File: config.mk
export PLATFORM = sky130hd
export DESIGN_NAME = uart_fifo
export DESIGN_NICKNAME = d
export VERILOG_FILES = /design/src/rtl/uart_fifo_pkg.sv /design/src/rtl/fifo_regfile.sv /design/src/rtl/uart_fifo.sv
export SDC_FILE = /design/constraint.sdc
export NUM_CORES = 1
export LEC_CHECK = 0
export CAP_MARGIN = 10
export CORE_ASPECT_RATIO = 0.75
export CORE_MARGIN = 3
export CORE_UTILIZATION = 40
export CTS_BUF_LIST = sky130_fd_sc_hd__clkbuf_8
export DETAILED_ROUTE_END_ITERATION = 8
export DONT_BUFFER_PORTS = 1
export SYNTH_ARGS = -nofsm -noshare
export SYNTH_HDL_FRONTEND = slang
export SYNTH_SLANG_ARGS = --single-unit
export TNS_END_PERCENT = 100
File: constraint.sdc
create_clock -name ckht -period 3.17 [get_ports ckht]
set_clock_uncertainty 0.2 [all_clocks]
set_input_delay 0.634 -clock ckht [delete_from_list [all_inputs] [get_ports ckht]]
set_output_delay 0.634 -clock ckht [all_outputs]
set_load 0.05 [all_outputs]
File: src/rtl/uart_fifo_pkg.sv
// Shared constants and status types for the UART FIFO and the UART top level.
package uart_fifo_pkg;

   localparam int UART_DATA_SIZE     = 8;
   localparam int UART_FIFO_ADDR_EXP = 4;

   typedef struct packed {
      logic empty;
      logic full;
      logic almost_empty;
      logic almost_full;
      logic overflow;
      logic underflow;
   } fifo_status_t;

endpackage

File: src/rtl/fifo_regfile.sv
// FIFO storage: one write port with async clear, one combinational read port.
module fifo_regfile
   import uart_fifo_pkg::*;
#(
   parameter int DATA_SIZE = UART_DATA_SIZE,
   parameter int ADDR_EXP  = UART_FIFO_ADDR_EXP
) (
   input  logic                 clk,
   input  logic                 rst_n,
   input  logic                 we,
   input  logic [ADDR_EXP-1:0]  waddr,
   input  logic [DATA_SIZE-1:0] wdata,
   input  logic [ADDR_EXP-1:0]  raddr,
   output logic [DATA_SIZE-1:0] rdata
);

   localparam int DEPTH = 2 ** ADDR_EXP;

   logic [DATA_SIZE-1:0] mem [DEPTH];

   // Storage array; cleared on reset so the head reads zero straight after reset.
   always_ff @(posedge clk or negedge rst_n) begin
      if (!rst_n) begin
         for (int i = 0; i < DEPTH; i++) begin
            mem[i] <= '0;
         end
      end else if (we) begin
         mem[waddr] <= wdata;
      end else begin
         mem[waddr] <= mem[waddr];
      end
   end

   assign rdata = mem[raddr];

endmodule

File: src/rtl/uart_fifo.sv
// Parametrised synchronous FWFT FIFO with fill level, threshold flags,
// sticky error flags and synchronous flush.
module uart_fifo
   import uart_fifo_pkg::*;
#(
   parameter int DATA_SIZE      = UART_DATA_SIZE,
   parameter int ADDR_SPACE_EXP = UART_FIFO_ADDR_EXP,
   parameter int AF_LEVEL       = (2 ** ADDR_SPACE_EXP) - 1,
   parameter int AE_LEVEL       = 1
) (
   input  logic                      ckht,
   input  logic                      rst_n,
   input  logic                      wr,
   input  logic                      rd,
   input  logic                      flush,
   input  logic [DATA_SIZE-1:0]      wr_data,
   output logic [DATA_SIZE-1:0]      rd_data,
   output logic [ADDR_SPACE_EXP:0]   count,
   output logic                      empty,
   output logic                      full,
   output logic                      almost_empty,
   output logic                      almost_full,
   output logic                      overflow,
   output logic                      underflow
);

   localparam int DEPTH = 2 ** ADDR_SPACE_EXP;
   localparam int AW    = ADDR_SPACE_EXP;
   localparam int CW    = ADDR_SPACE_EXP + 1;

   localparam logic [CW-1:0] DEPTH_C = CW'(DEPTH);
   localparam logic [CW-1:0] AF_C    = CW'(AF_LEVEL);
   localparam logic [CW-1:0] AE_C    = CW'(AE_LEVEL);
   localparam logic [CW-1:0] CNT_ONE = CW'(1);
   localparam logic [AW-1:0] PTR_ONE = AW'(1);

   generate
      if (DATA_SIZE < 1 || ADDR_SPACE_EXP < 1) begin : g_bad_size
         $error("uart_fifo: DATA_SIZE and ADDR_SPACE_EXP must be >= 1");
      end
      if (AF_LEVEL < 1 || AF_LEVEL > DEPTH || AE_LEVEL < 0 || AE_LEVEL > DEPTH - 1
          || AE_LEVEL >= AF_LEVEL) begin : g_bad_levels
         $error("uart_fifo: AE_LEVEL/AF_LEVEL out of range or not AE_LEVEL < AF_LEVEL");
      end
   endgenerate

   logic [AW-1:0] wr_ptr;
   logic [AW-1:0] rd_ptr;
   logic [CW-1:0] count_next;
   logic          wr_ok;
   logic          rd_ok;
   logic          mem_we;

   // Acceptance uses only the registered flags, so rd never gates a write.
   always_comb begin
      wr_ok      = wr & ~full;
      rd_ok      = rd & ~empty;
      mem_we     = 1'b0;
      count_next = count;
      if (flush) begin
         count_next = '0;
      end else begin
         mem_we = wr_ok;
         case ({wr_ok, rd_ok})
            2'b10:   count_next = count + CNT_ONE;
            2'b01:   count_next = count - CNT_ONE;
            default: count_next = count;
         endcase
      end
   end

   // Pointers, level and flags; every flag derives from the next-state count.
   always_ff @(posedge ckht or negedge rst_n) begin
      if (!rst_n) begin
         wr_ptr       <= '0;
         rd_ptr       <= '0;
         count        <= '0;
         empty        <= 1'b1;
         full         <= 1'b0;
         almost_empty <= 1'b1;
         almost_full  <= 1'b0;
         overflow     <= 1'b0;
         underflow    <= 1'b0;
      end else begin
         if (flush) begin
            wr_ptr    <= '0;
            rd_ptr    <= '0;
            overflow  <= 1'b0;
            underflow <= 1'b0;
         end else begin
            wr_ptr    <= wr_ok ? wr_ptr + PTR_ONE : wr_ptr;
            rd_ptr    <= rd_ok ? rd_ptr + PTR_ONE : rd_ptr;
            overflow  <= overflow | (wr & full);
            underflow <= underflow | (rd & empty);
         end
         count        <= count_next;
         empty        <= (count_next == '0);
         full         <= (count_next == DEPTH_C);
         almost_empty <= (count_next <= AE_C);
         almost_full  <= (count_next >= AF_C);
      end
   end

   fifo_regfile #(
      .DATA_SIZE (DATA_SIZE),
      .ADDR_EXP  (AW)
   ) u_regfile (
      .clk   (ckht),
      .rst_n (rst_n),
      .we    (mem_we),
      .waddr (wr_ptr),
      .wdata (wr_data),
      .raddr (rd_ptr),
      .rdata (rd_data)
   );

endmodule
==> impl_metrics.yaml <==
power_and_ir_drop:
  ir_drop_uv: 315
  power_leakage_uw: 0.00297
  powerDensity_nw_per_um2: 690
  power_uw: 6210
  clockPowerShare: 0.252
  p_int_uw: 3950
  combPwrFrac: 0.352
  seqPwrFrac: 0.396
  switching_share: 0.364
  p_sw_uw: 2260
sta:
  finalCriticalPeriod_ps: 3140
  fin_tns_setup_ps: 0
  holdWs_ps: -333
  finalHoldViolations: 147
  max_slew.worst_pin.slew_ps: 1050
  slew_viol_final: 0
  grt_setup_unrepaired: "yes"
  fin_crit_sh: 0.990
  relSlewSlack: 0.302
  setup_viol: 0
  timing.fmax_ghz: 0.319
worst_setup_path:
  cp_top_family: "multiplexers"
  path_max_fanout: 9
  worstSetupStartpointType: "register"
  path_cells: "buf_12, buf_16, mux4_2, mux4_2"
  arrival_ps: 2300
  required_ps: 2340
  crit_top_cell: "mux4_2"
  cpMaxStageDelayCell: "mux4_2"
  critical_path_class: "reg2out"
  cp-end-kind: "output pin"
  slowest_delay_ps: 640
  cp_num_buf_inv: 2
grt:
  grt_start_max_net_pins: 148
  grt_overflow: 0
  antenna_found_initial: 0
  grt_usage: 0.188
  grt_pass1_vias: 5329
  grt_pass1_wl_um: 31800
clock_network:
  htreeDepth: 4
  root_buffer: "clkbuf_8"
  cts_buffers: 17
  path_clk_slew_ps: 80
  tritoncts: "yes"
  cts_hold_buf: 1
  clock_latency_ps: 460
  cts_buffer_depth: 2
  clock_sinks: 147
yosys:
  synth_compound_area_frac: 0.126
  synthCells: 651
  synth-xor-area-share: 0.0105
  yosys_warnings: 0
  postSynthAreaPerCell_um2: 12.8
  ys_seq_elements: 147
  syn_area_um2: 8340
  synth-simple-area-share: 0.0951
  syn_nets: 671
  synthMuxAreaShare: 0.248
  synth_top_family_by_area: "multiplexers"
  synth-adder-area-share: 0.0105
  yosysSeqAreaShare: 0.441
  synth_cell_types: 45
place:
  post-dp-hpwl_um: 12700
  io_buffer_count: 0
  gp_congestion: 0.777
floorplan:
  io_pins: 32
  die_w_um: 173
  initial_core_util: 0.410
  rows: 45
  fp.dieArea_um2: 22600
  coreArea_um2: 20300
  die_h_um: 131
finish:
  area_growth_pct: 7.92
  antenna_cells: 0
  utilization: 0.443
  drive_above_1_share: 0.341
  nets: 665
status:
  status: "finished, violations left"
  violations: "negative hold slack"
drt:
  vias_per_cell: 5.63
  drc_errors: 0
  drt_iter0_markers: 398
  wire_per_inst_um: 21.8
  vias: 5289
  wl_um: 20500
  antenna_left: 0
  first_pass_iters: 4
worst_hold_path:
  hold_class: "in2async"
job:
  drv_cap: 0
## what timing repair did
action | CTS | global route
buffers inserted | 2 | 0
endpoints found under the hold margin | 154 | 147
cloned | 2 | 0
gates resized for setup | 3 | 3
pin swaps | 0 | 2
endpoints found under the setup margin | 5 | 12
## final timing paths
check                                              start                             end  slack [ps]  depth (start not counted)
hold reg to reg            u_regfile.mem[60]$_DFFE_PN0P_   u_regfile.mem[60]$_DFFE_PN0P_         340                          2
max in group asynchronous                          rst_n   u_regfile.mem[22]$_DFFE_PN0P_        2750                          0
min in group ckht                                  flush           rd_ptr[2]$_DFFE_PN0P_          30                          1
hold / removal                                     rst_n  u_regfile.mem[107]$_DFFE_PN0P_        -330                          0
setup / recovery                   rd_ptr[0]$_DFFE_PN0P_                      rd_data[6]          30                          4
setup reg to reg                   wr_ptr[0]$_DFFE_PN0P_  u_regfile.mem[106]$_DFFE_PN0P_         220                          4
## logic make-up after synthesis
kind of cell	count (synthesis)
compound gates	146
xor+xnor	10
fa+ha+maj	7
buf+inv	68
flops	147
mux	89
simple gates	184
## metrics by stage
stage,hold WS [ps],cell area [µm²],worst slack (ps),std cells
2_1_floorplan,138,8340,21.6,651
3_5_place_dp,144,8470,92.1,903
5_1_grt,-369,9000,-42.8,939
4_1_cts,-367,8980,-12.8,939
6_report,-333,9000,33.0,939
3_3_place_gp,144,8470,209,903
## routing by layer
metal,global-route usage,wire length (µm),vias up
met5,0,0,-
met4,0.0667,398,0
met3,0.0384,948,36
met2,0.313,9930,132
met1,0.249,9180,2762
li1,-,-,2359
## registers in the layout, summed over array words and instances (netlist names)
register,count
almost_empty,1
almost_full,1
count,5
empty,1
full,1
overflow,1
rd_ptr,4
u_regfile.mem,128
underflow,1
wr_ptr,4
## placed cells by master, fill, tap and decap left out, drive strengths merged, types with 2 or more instances in the layout
cell and count:
mux2i 9, or4 3, and2 12, nand4 2, clkinvlp 2, clkbuf 18
xnor2 5, xor2 5, buf 37, nor2 143, nor2b 4, bufinv 4
a21oi 136, nand2 9, clkinv 7, inv 5, dfrtp 145, and3 5
dfstp 2, ha 7, o22ai 3, mux4 80
## area by class of cell
| class | count | area, µm² |
|---|---|---|
| sequential | 147 | 3680 |
| clock buffer | 18 | 248 |
| tap | 282 | 353 |
| inverter | 5 | 20.0 |
| clock inverter | 13 | 168 |
| fill | 1819 | 11300 |
| timing repair buffer | 38 | 419 |
| multi-input combinational | 436 | 4110 |
## synth_stat cells (all sizes together)
cell type    n  area, µm²
a21oi      136        981
a22oi        1       7.51
a31o         1       8.76
a31oi        1       6.26
a41o         1       10.0
and2        12       75.1
and3         5       31.3
buf         36        383
clkbuf      27        163
clkinv       2       8.75
dfrtp      145       3630
dfstp        2       52.6
ha           7       87.6
inv          3       11.3
mux2i        9        190
mux4        80       1880
nand2        9       33.8
nand2b       1       6.26
nand3        1       5.00
nand3b       1       7.51
nand4        2       12.5
nor2       143        553
nor2b        4       25.0
nor3         1       5.00
nor4bb       1       10.0
o211ai       1       7.51
o21ai        1       5.00
o22ai        3       18.8
o2bb2ai      1       8.76
or3          1       6.26
or4          3       22.5
xnor2        5       43.8
xor2         5       43.8
## power by group through the flow
stage	Clock (µW)	Sequential [µW]	Combinational, µW
after floorplan	0	2460	1810
after global placement	0	2470	2050
after detailed placement	0	2490	2100
after CTS	1610	2460	2180
after global routing	1680	2500	2340
final	1570	2460	2180
(Power assumes the default switching activity.)
